**src/rtl/exp_post_adjust_pkg.sv**
```systemverilog
// Shared definitions for the MAF exponent post-adjust path: lane widths, EMAX limits and the
// mode encoding carried with each beat.
package exp_post_adjust_pkg;

    localparam int unsigned ExpW  = 12;
    localparam int unsigned LaneW = 6;

    localparam logic [ExpW-1:0]  EmaxW = 12'hFFE;
    localparam logic [LaneW-1:0] EmaxH = 6'h3E;

    typedef enum logic [1:0] {
        Mode1 = 2'd1,
        Mode2 = 2'd2,
        Mode3 = 2'd3
    } mode_e;

    // cont[1] wins over cont[0]; 2'b00 falls back to the single-lane mode.
    function automatic mode_e decode_mode(input logic [1:0] cont);
        if (cont[1]) begin
            return Mode3;
        end else if (cont[0]) begin
            return Mode2;
        end else begin
            return Mode1;
        end
    endfunction

endpackage

```
**src/rtl/exp_post_adjust_lane_adj.sv**
```systemverilog
// One lane of the stage-2 exponent adjust: add rounding carry, flag over/underflow.
// Optional saturation of the lane result is enabled by defining EXP_SAT_EN.
module exp_post_adjust_lane_adj #(
    parameter int unsigned     Width = 12,
    parameter logic [Width-1:0] Emax = '1
) (
    input  logic [Width+1:0] d_i,
    input  logic             inc_i,
    output logic [Width-1:0] e_o,
    output logic             ovf_o,
    output logic             udf_o
);

    logic [Width+1:0] r;

    // d_i is two's complement with two guard bits, so the carry add cannot wrap.
    assign r     = d_i + {{(Width + 1){1'b0}}, inc_i};
    assign udf_o = r[Width+1] | (r == '0);
    assign ovf_o = ~r[Width+1] & (r[Width:0] > {1'b0, Emax});

`ifdef EXP_SAT_EN
    always_comb begin
        e_o = r[Width-1:0];
        if (ovf_o) begin
            e_o = Emax;
        end else if (udf_o) begin
            e_o = '0;
        end
    end
`else
    assign e_o = r[Width-1:0];
`endif

endmodule

```
**src/rtl/exp_post_adjust.sv**
```systemverilog
// Two-stage valid/ready exponent post-adjust: stage 1 subtracts the normalisation shift,
// stage 2 adds the rounding carry and flags over/underflow per lane (EXP_SAT_EN saturates).
module exp_post_adjust
    import exp_post_adjust_pkg::*;
(
    input  logic        clk,
    input  logic        rst,
    input  logic        in_valid,
    output logic        in_ready,
    input  logic [2:0]  cont,
    input  logic [11:0] E_PRE_C,
    input  logic [11:0] LZC,
    input  logic [1:0]  RND_INC,
    output logic        out_valid,
    input  logic        out_ready,
    output logic [11:0] E_OUT,
    output logic [1:0]  OVF,
    output logic [1:0]  UDF
);

    logic        s1_adv, s2_adv;
    logic        s1_valid_q, s2_valid_q;
    mode_e       mode_q;
    logic [13:0] d_w_d, d_w_q;
    logic [7:0]  d_hi_d, d_hi_q, d_lo_d, d_lo_q;
    logic [1:0]  rnd_q;
    logic [11:0] e_d, e_q;
    logic [1:0]  ovf_d, ovf_q, udf_d, udf_q;
    logic [11:0] e_w;
    logic [5:0]  e_hi, e_lo;
    logic        ovf_w, udf_w, ovf_hi, udf_hi, ovf_lo, udf_lo;
    logic        unused_cont;

    assign unused_cont = cont[2];

    assign s2_adv   = ~s2_valid_q | out_ready;
    assign s1_adv   = ~s1_valid_q | s2_adv;
    assign in_ready = s1_adv;

    // Lanes are computed separately so no borrow crosses bit 6 in mode 2.
    always_comb begin
        d_w_d  = {2'b00, E_PRE_C} - {2'b00, LZC};
        d_hi_d = {2'b00, E_PRE_C[11:6]} - {2'b00, LZC[11:6]};
        d_lo_d = {2'b00, E_PRE_C[5:0]} - {2'b00, LZC[5:0]};
    end

    always_ff @(posedge clk or posedge rst) begin
        if (rst) begin
            s1_valid_q <= 1'b0;
            mode_q     <= Mode1;
            d_w_q      <= '0;
            d_hi_q     <= '0;
            d_lo_q     <= '0;
            rnd_q      <= '0;
        end else if (s1_adv) begin
            s1_valid_q <= in_valid;
            if (in_valid) begin
                mode_q <= decode_mode(cont[1:0]);
                d_w_q  <= d_w_d;
                d_hi_q <= d_hi_d;
                d_lo_q <= d_lo_d;
                rnd_q  <= RND_INC;
            end
        end
    end

    exp_post_adjust_lane_adj #(
        .Width (ExpW),
        .Emax  (EmaxW)
    ) u_lane_w (
        .d_i   (d_w_q),
        .inc_i (rnd_q[0]),
        .e_o   (e_w),
        .ovf_o (ovf_w),
        .udf_o (udf_w)
    );

    exp_post_adjust_lane_adj #(
        .Width (LaneW),
        .Emax  (EmaxH)
    ) u_lane_hi (
        .d_i   (d_hi_q),
        .inc_i (rnd_q[1]),
        .e_o   (e_hi),
        .ovf_o (ovf_hi),
        .udf_o (udf_hi)
    );

    exp_post_adjust_lane_adj #(
        .Width (LaneW),
        .Emax  (EmaxH)
    ) u_lane_lo (
        .d_i   (d_lo_q),
        .inc_i (rnd_q[0]),
        .e_o   (e_lo),
        .ovf_o (ovf_lo),
        .udf_o (udf_lo)
    );

    always_comb begin
        e_d   = e_w;
        ovf_d = {1'b0, ovf_w};
        udf_d = {1'b0, udf_w};
        if (mode_q == Mode2) begin
            e_d   = {e_hi, e_lo};
            ovf_d = {ovf_hi, ovf_lo};
            udf_d = {udf_hi, udf_lo};
        end
    end

    always_ff @(posedge clk or posedge rst) begin
        if (rst) begin
            s2_valid_q <= 1'b0;
            e_q        <= '0;
            ovf_q      <= '0;
            udf_q      <= '0;
        end else if (s2_adv) begin
            s2_valid_q <= s1_valid_q;
            if (s1_valid_q) begin
                e_q   <= e_d;
                ovf_q <= ovf_d;
                udf_q <= udf_d;
            end
        end
    end

    assign out_valid = s2_valid_q;
    assign E_OUT     = e_q;
    assign OVF       = ovf_q;
    assign UDF       = udf_q;

endmodule

```
**config.mk**
```make
export PLATFORM = sky130hd
export DESIGN_NAME = exp_post_adjust
export DESIGN_NICKNAME = d
export VERILOG_FILES = /design/src/rtl/exp_post_adjust_pkg.sv /design/src/rtl/exp_post_adjust_lane_adj.sv /design/src/rtl/exp_post_adjust.sv
export SDC_FILE = /design/constraint.sdc
export NUM_CORES = 1
export LEC_CHECK = 0
export CORE_MARGIN = 2
export CORE_UTILIZATION = 41
export DETAILED_ROUTE_END_ITERATION = 10
export PLACE_DENSITY_LB_ADDON = 0.08
export SLEW_MARGIN = 10
export SYNTH_ARGS = -nofsm -noshare
export SYNTH_HDL_FRONTEND = slang
export SYNTH_HIERARCHICAL = 1
export SYNTH_SLANG_ARGS = --single-unit
```
**constraint.sdc**
```tcl
create_clock -name clk -period 3.5 [get_ports clk]
set_input_delay 0.7 -clock clk [delete_from_list [all_inputs] [get_ports clk]]
set_output_delay 0.7 -clock clk [all_outputs]
set_load 0.01 [all_outputs]
```
Yosys cells after proc, flatten, opt, wreduce, memory -nomap -nowiden --
Cells that the tools add are included.
Storage, ports and cells: register bits 52, input port bits 33, output and inout port bits 18
Operators by class: add/sub/neg operators 6, magnitude comparators 3, equality and inequality tests 1, mux-type cells 5, bitwise logic cells 13, reductions and logical operators 5
Operators by type and width (number):
- adder 8 x 1 -> 8 bit | 2
- logical NOT 8 bit | 2
- adder 14 x 1 -> 14 bit | 1
- greater-than comparator 7 x 6 -> 1 bit, second input constant | 2
- logical NOT 14 bit | 1
- subtractor 6 x 6 -> 7 bit | 2
- greater-than comparator 13 x 12 -> 1 bit, second input constant | 1
- subtractor 12 x 12 -> 13 bit | 1
- two-way mux 12 bit | 1
- two-way mux 2 bit | 4
- NOT 1 bit | 5
- bitwise OR 1 bit | 5
- AND reduction 2 bit | 2
- AND 1 bit | 3
- equality test 2 bit, second input constant | 1

Longest topological paths before layout --
word-level depth 4, depth in mapped cells 10

Cells and area by module --
Netlist, hierarchy kept.
By module, submodules not included:
- exp_post_adjust | times used 1, cells an instance 264, area an instance 2421.1 sq um
- exp_post_adjust_lane_adj (u_lane_w) | times used 1, cells an instance 80, area an instance 560.5 sq um
- exp_post_adjust_lane_adj (u_lane_hi ...) | times used 2, cells an instance 24, area an instance 186.4 sq um

Worst setup path after synthesis --
No wires, ideal clock.
path kind input to register, start point in E_PRE_C[0], end point reg d_w_q[10], library setup time 69 ps, arrival time 2236 ps, data required time 3431 ps, setup slack 1195 ps, stages on the path 8, path buffers 0, cell sequence inv_1 -> ha_1 -> fa_1 -> nand2b_1 -> a21oi_2 -> a211oi_2 -> or4_1 -> nand3_1
On the way: cells in the longest elaborated chain, start to end 1
Ends and longest elaborated chain:
- from (decl) | line exp_post_adjust.sv:11 | input logic [11:0] E_PRE_C,
- subtractor 12 x 12 -> 13 bit | line exp_post_adjust.sv:42 | d_w_d = {2'b00, E_PRE_C} - {2'b00, LZC};
- to (signal assigned) | line exp_post_adjust.sv:59 | d_w_q <= d_w_d;
- to (decl) | line exp_post_adjust.sv:24 | logic [13:0] d_w_d, d_w_q;
Every way passes these cells. A chain may end at the register's enable or synchronous reset.

Worst setup path after layout --
Ends and elaborated chain as after synthesis.

==> results by group <==
Outcome
  • Outcome: finished clean

Global route
  • GRT Util Overall: between 10% and 20%
  • Total grt overflow: 0
  • Vias in the first global route: 2615
  • First-pass GRT wire length: about 12000 µm
  • Initial antenna violation count: 0
  • Largest net degree at the start of global routing: 44

Yosys
  • Top cell type's share of synthesized area: roughly 31%
  • Post-synthesis register bit count: 43
  • Top-count cell post-synth: nand2_1
  • Cell Area, Synth: approximately 0.0034 mm²
  • Yosys cell types: 56
  • Leading post-synthesis cells by instance count: nand2_1 (72), dfrtp_1 (42), o21ai_0 (32), inv_1 (23)
  • Sequential area share after synthesis: between 30 and 40%
  • Ys async rst share: 100%
  • Post-Syn Area per Cell: approximately 8.6 µm²
  • Cell count after synthesis: between 300 and 400
  • Synth warn: 6
  • Post-synth EDFFs: 0
  • Top area cells in the synthesized netlist: dfrtp_1 (31%), nand2_1 (8.1%), ha_1 (7.5%), xnor2_1 (5.2%), o21ai_0 (4.8%)
  • Post-synth top flop: dfrtp_1
  • Post-Synthesis Net Count: between 400 and 500
  • Area leader, netlist: dfrtp_1

Power and ir drop
  • Switch share: between 30% and 40%
  • Combinational power share: between 30% and 40%
  • Pwr/cell area: between 400 and 500 mW/mm²
  • Pint: 1.09 mW
  • P_leak: ~1.7 nW
  • Clock Power Share: between 10% and 20%
  • VDD IR max: approximately 0.16 mV
  • P_sw: between 600 and 700 µW
  • Overall Power: about 1.7 mW
  • Sequential Power Share: a little over two fifths

Drt
  • DRC: 0
  • Post-route ant nets: 0
  • 1st-iter DRT viols: ~100
  • Via count: approximately 2.8k
  • Final wirelength: 7040 µm
  • DR WL/cell: 13.2 µm
  • Detail-routed via count per cell: between 5 and 6
  • Detailed-router iteration count before antenna repair: 5

Timing
  • Setup TNS: 0 ns
  • Period utilisation layout: between 70% and 80%
  • Worst Tran Pin Value: ~0.84 ns
  • Slew Limit Fails: 0
  • Final Hold Viols: 0
  • Relative slew slack: a little over two fifths
  • RSZ-0062 raised after global routing: false
  • Fin worst setup slack: around 0.89 ns
  • Hold WS: 0.465 ns
  • Final-report setup violation count: 0
  • Fin crit period: 2.61 ns
  • Clock Skew: between 0.003 and 0.004 ns
  • Fmax: ~380 MHz

Floorplanning
  • Core Area: 0.00781 mm²
  • Std-Cell Rows: 32
  • IO Count: approximately 50
  • Die H: about 94 µm
  • Die width: about 94 µm
  • Die area: just under 0.009 mm²
  • Initial Util: between 40% and 50%

Place
  • Worst slack at placement: between 0.6 and 0.7 ns
  • Port Buffers: 49
  • Placed cells: roughly 530
  • Post-DP HPWL: ~5300 µm
  • Placed cell areas: between 0.003 and 0.004 mm²
  • Final Wtd Congestion: 0.827

Run
  • Max-cap violations: 0

CTS
  • Post-CTS sizing: 0
  • TritonCTS Sinks: 43
  • Postcts setup bufs: 0
  • H-tree Lvls: 2
  • CTS tree: yes
  • TritonCTS Buffers: 5
  • Worst-path clk slew: around 0.080 ns
  • Clock Path Buffers: 2
  • CTS Hold Bufs: 0
  • Root Buffer: clkbuf_8
  • Clock Latency Late Sink: 0.29 ns

Critical path
  • Crit Path Category: in -> reg
  • Crit path from: E_PRE_C[0]
  • Critical path endpoint category: flop
  • Crit path DAT: roughly 2.8 ns
  • Worst r2r path cells: 9
  • Worst Setup Start Kind: input pin
  • Crit-path max FO: 7
  • Reg-to-reg endpoint: OVF[0]
  • R2R Path Start: d_w_q[0]
  • Reg2reg setup slack: approximately 1.1 ns
  • Worst endpoint required time: ~3.7 ns
  • Crit path capture: d_w_q[10]

Finish
  • Fin util: between 50% and 60%
  • Share of layout cells above drive strength 1: between 7 and 8%
  • Diodes inserted: 0
  • Fin cells: 535
  • Nets: about 490
  • Layout area overhead: 18.4%
  • FILL cells: 800
  • Fin area: 0.00397 mm²

Hold path
  • HP Class: reg -> reg
==> cells in the final DEF (no fill, tap or decap), drive strengths merged, types with 4 or more instances in the layout <==
cell / count
nand3: 17
clkdlybuf4s50: 49
clkbuf: 6
a31oi: 4
ha: 20
o211ai: 4
inv: 23
o21ai: 33
and2: 4
nand2: 72
nor2: 11
or4: 7
a21oi: 14
o2111ai: 4
nand4: 7
and3: 4
dfrtp: 42
xor2: 15
nand2b: 8
xnor2: 20
nor3: 7
mux2i: 14
==> power by group through the flow <==
| stage | registers (mW) | logic [mW] | clock network (mW) |
|---|---|---|---|
| 3_5_place_dp | 0.759 | 0.669 | 0 |
| 4_1_cts | 0.749 | 0.672 | 0.328 |
| 6_report | 0.748 | 0.666 | 0.309 |
| 3_3_place_gp | 0.754 | 0.661 | 0 |
| 2_1_floorplan | 0.733 | 0.451 | 0 |
| 5_1_grt | 0.769 | 0.750 | 0.346 |
==> logic make-up after synthesis <==
| kind of cell | after synthesis | share of synthesized area (%) |
|---|---|---|
| AOI/OAI and AO/OA | 84 | 17.0 |
| xor gates and xnor gates | 35 | 9.14 |
| and+or+nand+nor | 152 | 23.0 |
| muxes | 14 | 4.18 |
| adders and majority gates | 22 | 8.65 |
| DFF | 43 | 32.1 |
| buffers and inverters | 42 | 5.86 |
==> registers in the layout (all words and copies together), names as in the netlist <==
signal and flops:
E_OUT 12, OVF 2, UDF 2, d_hi_q 7, d_lo_q 1, d_w_q 13
mode_q 2, out_valid 1, rnd_q 2, s1_valid_q 1
==> worst min path at each step <==
stage                          from        end  slack, ns  depth (start not counted)
final                     mode_q[1]  mode_q[1]       0.46                          2
after global routing      mode_q[1]  mode_q[1]       0.50                          2
after CTS                 mode_q[1]  mode_q[1]       0.47                          2
after detailed placement  mode_q[1]  mode_q[1]       0.45                          2
after global placement    mode_q[1]  mode_q[1]       0.44                          2
after floorplan           mode_q[1]  mode_q[1]       0.43                          2
==> area by class of cell <==
class	count	area, µm²	area share (%)
clock inverters	2	12.5	0.315
repair buffers	52	513	12.9
clock buffers	6	72.6	1.83
flip-flops and latches	43	1080	27.1
inverters	23	86.3	2.17
well taps	102	128	3.21
multi-input cells	307	2080	52.4
==> critical path, cell delays in order <==
cell and delay, ns:
clkdlybuf4s50_1 0.45, inv_1 0.04, ha_1 0.21, fa_1 0.41, nand2b_1 0.19, a21oi_2 0.15, a211oi_2 0.11, or4_1 0.49
nand3_1 0.09
==> routing by layer <==
metal	part of all wire [%]	vias to the layer above	global-route usage, %
met5	0	-	0
met4	1.2	0	5.07
met3	3.3	6	2.39
met2	44	53	27.4
met1	51	1251	23.1
li1	-	1457	-
(Power assumes the default switching activity.)
==> patch 1 (same settings) <==
Add a define of `EXP_SAT_EN`.
--- a/src/rtl/exp_post_adjust_lane_adj.sv
+++ b/src/rtl/exp_post_adjust_lane_adj.sv
@@ -1,4 +1,6 @@
 // One lane of the stage-2 exponent adjust: add rounding carry, flag over/underflow.
 // Optional saturation of the lane result is enabled by defining EXP_SAT_EN.
+`define EXP_SAT_EN
+
 module exp_post_adjust_lane_adj #(
     parameter int unsigned     Width = 12,
Behaviour: not the same (Yosys sat finds a counterexample within 4 cycles, from zero or initial values and one cycle with rst high).
==> patch 1 against the original RTL <==
  * Power rose by 15%
  * Count of clock-buffer cells in the layout unchanged
  * Utilization is 2.6 points lower
  * Area after synthesis increased by 15%
  * Register-to-register slack lost 0.39 ns
  * Sequential cell count unchanged
  * Design area up 12%
  * Setup slack got worse by 0.20 ns
  * Critical path depth stayed put
  * Wire length rose by 15%
  * First-iteration DRC count increased by 50%
  * Critical endpoint is now UDF[0]
  * Largest power group unchanged
==> patch 1: results (changes against the original RTL) <==
stage	metric	value	unit	change
worst_setup_path	crit_type	reg2reg		
power	p_int	1230	uW	+13%
worst_setup_path	crit_slowest_cell	xnor2_1		
power	power_leakage	0.00188	uW	+13%
worst_setup_path	setup.worst_path.start	d_w_q[0]		
layout	drive_above_1_share	7.85	%	+0.46 points
global_route	gr-usage-all-layers	16.7	%	-0.046 points
routing	wire_per_inst	13.3	um	+1.3%
synth	synth_common_cells	nand2_1, dfrtp_1, o21ai_0, inv_1, a21oi_1		
power	seq-power	795	uW	+6.3%
sta	clock_skew	0.00656	ns	+0.00266 ns
placed_design	placed_area	4320	um^2	+11%
worst_setup_path	r2r-end	UDF[0]		
synth	synth-compound-area-share	20.3	%	+3.3 points
routing	via_count	3262		+18%
placed_design	post-place-ws	0.595	ns	-0.00824 ns
synth	yosysSeqAreaShare	27.8	%	-4.3 points
synth	yosys.area_share.adder	7.50	%	-1.2 points
layout	area_growth	14.6	%	
global_route	first_global_vias	2991		+14%
power	vdd_drop_max	162	uV	+1.2%
worst_setup_path	rrSetupSlack	0.69	ns	-0.39 ns
routing	dr.pass1.iters	4		-1
synth	netlist_top_cells_area	dfrtp_1, nand2_1, ha_1		
worst_setup_path	slowest_delay	0.78	ns	+0.29 ns
global_route	grt_pass1_wl	14100	um	+17%
synth	synth_xor_area_share	7.66	%	-1.5 points
synth	syn-num-nets	523		+17%
placed_design	hpwl	6260	um	+17%
worst_setup_path	arrival	3.01	ns	+0.17 ns
sta	fmax	356	MHz	-7.0%
worst_setup_path	crit_family	XOR/XNOR gates		
worst_setup_path	cp_max_fo	14		+7
synth	synth.area.mux_share	4.40	%	+0.22 points
sta	whs	0.471	ns	+0.00631 ns
layout	fillers	917		+15%
power	combinationalPower	793	uW	+19%
status	status	finished, final reports clean		
layout	final_nets	551		+13%
==> patch 1: changes by cell type after synthesis, moves of 5 or more <==
cell,before,now
a21oi_1,12,23
nand3_1,13,18
nor2_1,11,16
o21ai_0,32,38
==> patch 1: final cells by class <==
| type | instances | area share, % |
|---|---|---|
| multi-input cells | 366 | 55.9 |
| flip-flops and latches | 43 | 24.3 |
| repair buffers | 53 | 11.7 |
| well taps | 111 | 3.13 |
| inverters | 27 | 2.28 |
| clock buffers | 6 | 1.86 |
| clock inverters | 2 | 0.790 |
==> patch 1: per-stage QoR <==
step                total power, uW  std cells
global placement               1590        600
floorplan                      1370        468
finish                         1990        608
CTS                            2010        608
global route                   2150        608
detailed placement             1600        600
==> patch 1: metal layers <==
layer	up-vias	track usage, %	share of wire, %
li1	1725	-	-
met1	1463	24.7	52
met2	72	26.3	44
met3	2	2.55	3.7
met4	0	3.01	0.27
met5	-	0	0
==> patch 2 (same flow settings) <==
Without the edit above. Reset style: synchronous (`rst`), changed in 2 clocked blocks.
--- a/src/rtl/exp_post_adjust.sv
+++ b/src/rtl/exp_post_adjust.sv
@@ -45,5 +45,5 @@
     end
 
-    always_ff @(posedge clk or posedge rst) begin
+    always_ff @(posedge clk) begin
         if (rst) begin
             s1_valid_q <= 1'b0;
@@ -109,5 +109,5 @@
     end
 
-    always_ff @(posedge clk or posedge rst) begin
+    always_ff @(posedge clk) begin
         if (rst) begin
             s2_valid_q <= 1'b0;
Function: differs if rst is asserted again (counterexample within 4 cycles, from zero or initial values and one cycle with rst high); with rst held inactive, the same outputs for 10 cycles.
==> patch 2 against the original RTL <==
  * Synthesized cell count grew 6.9%
  * Final cell count grew 4.5%
  * Combinational power shrank 45%
  * Power shrank 25%
  * Die area shrank 0.11%
  * Count of clock-buffer cells in the layout grew 1
  * First-iteration DRC count shrank 28%
  * Design area grew 0.35%
  * Area after synthesis shrank 0.11%
  * Wire length grew 9.0%
  * Sequential cell count is the same
  * Global-route usage grew 0.95 points
  * Setup slack lost 0.19 ns
  * Utilization grew 0.18 points
  * Critical endpoint is now d_w_q[10]
==> patch 2: results (changes against the original RTL) <==
stage	metric	value	unit	change
global_route	grt_pass1_wl	12900	um	+7.3%
sta	period_share	80.2	%	+5.5 points
worst_setup_path	r2r-end	OVF[0]		
min_path	holdPathEnd	UDF[1]		
synth	yosys.area_share.adder	8.66	%	+0.0097 points
layout	drive_above_1_share	7.22	%	-0.17 points
global_route	use_met3	2.47	%	+0.080 points
routing	drt-met1-wl	3820	um	+6.3%
routing	wire_per_inst	13.7	um	+4.3%
layout	final_nets	511		+4.9%
placed_design	placed_area	3890	um^2	about the same
routing	wl_met2	3540	um	+13%
synth	syn_area_per_cell	8.00	um^2	-6.5%
synth	synthArstFlopShare	0	%	-100 points
sta	tightest_slew	0.617	ns	-0.221 ns
power	vdd_drop_max	158	uV	-1.3%
synth	yosys_warnings	6		unchanged
min_path	hold_path_class	reg2reg		
routing	drt_iter0_drc	74		-28%
min_path	worstHoldStart	UDF[1]		
synth	netlist_top_cells_area	dfxtp_1, ha_1, xnor2_1		
synth	synth_xor_area_share	7.06	%	-2.1 points
synth	syn-num-nets	474		+6.0%
layout	top_register	d_w_q		
worst_setup_path	arrival	2.99	ns	+0.15 ns
routing	route.met3.wl	258	um	+11%
status	status	finished, final reports clean		
worst_setup_path	reg2reg_from	d_w_q[1]		
power	power_leakage	0.00153	uW	-7.7%
synth	yosysUniqueCellTypes	61		+8.9%
placed_design	hpwl	5850	um	+9.6%
layout	fin_cells	559		+4.5%
global_route	globalRouteMet2Util	30.7	%	+3.3 points
synth	synth_common_cells	dfxtp_1, nand2_1, nor2_1, inv_1, a21oi_1		
global_route	grt.met1_usage	23.6	%	+0.42 points
routing	via_per_inst	5.43		+5.0%
worst_setup_path	cp_max_fo	5		-2
worst_setup_path	r2r_cells	8		-1
global_route	gr-usage-all-layers	17.7	%	+0.95 points
worst_setup_path	crit_end	d_w_q[10]		
placed_design	post-place-ws	0.405	ns	-0.199 ns
worst_setup_path	rrSetupSlack	1.03	ns	-0.05 ns
global_route	grt_max_degree	42		-4.5%
sta	whs	0.460	ns	-0.00451 ns
synth	synth.area.mux_share	4.48	%	+0.30 points
sta	clock_skew	0.00479	ns	+0.000887 ns
placed_design	routabilityCongestion	0.823		-0.52%
[patch 2: changes by cell type after synthesis, moves of 6 or more]
cell,change
o21ai_0,-22
nor2_1,+19
dfxtp_1,+43
xor2_1,-7
nand2_1,-38
nand3_1,+7
a21oi_1,+13
a211oi_1,+18
dfrtp_1,-42
nand2b_1,-6
nor3_1,+8
clkbuf_1,+8
[patch 2: area by class of cell]
type	instances	area [um^2]
clock buffers	7	86.3
clock inverters	1	8.76
fillers	797	3820
inverters	26	97.6
multi-input cells	326	2270
flip-flops and latches	43	861
well taps	102	128
repair buffers	54	528
[patch 2: critical path: stages]
cell,delay (ns)
clkdlybuf4s50_1,0.46
inv_1,0.04
ha_1,0.22
fa_1,0.41
nand4b_1,0.23
and4b_1,0.26
o21bai_2,0.25
nor4_1,0.08
or3_1,0.34
[patch 2: power by group]
part / internal, uW / leakage, uW / switching [uW]
registers: 529 / 0.000355 / 57.3
logic: 188 / 0.00113 / 181
clock network: 162 / 0.0000484 / 174
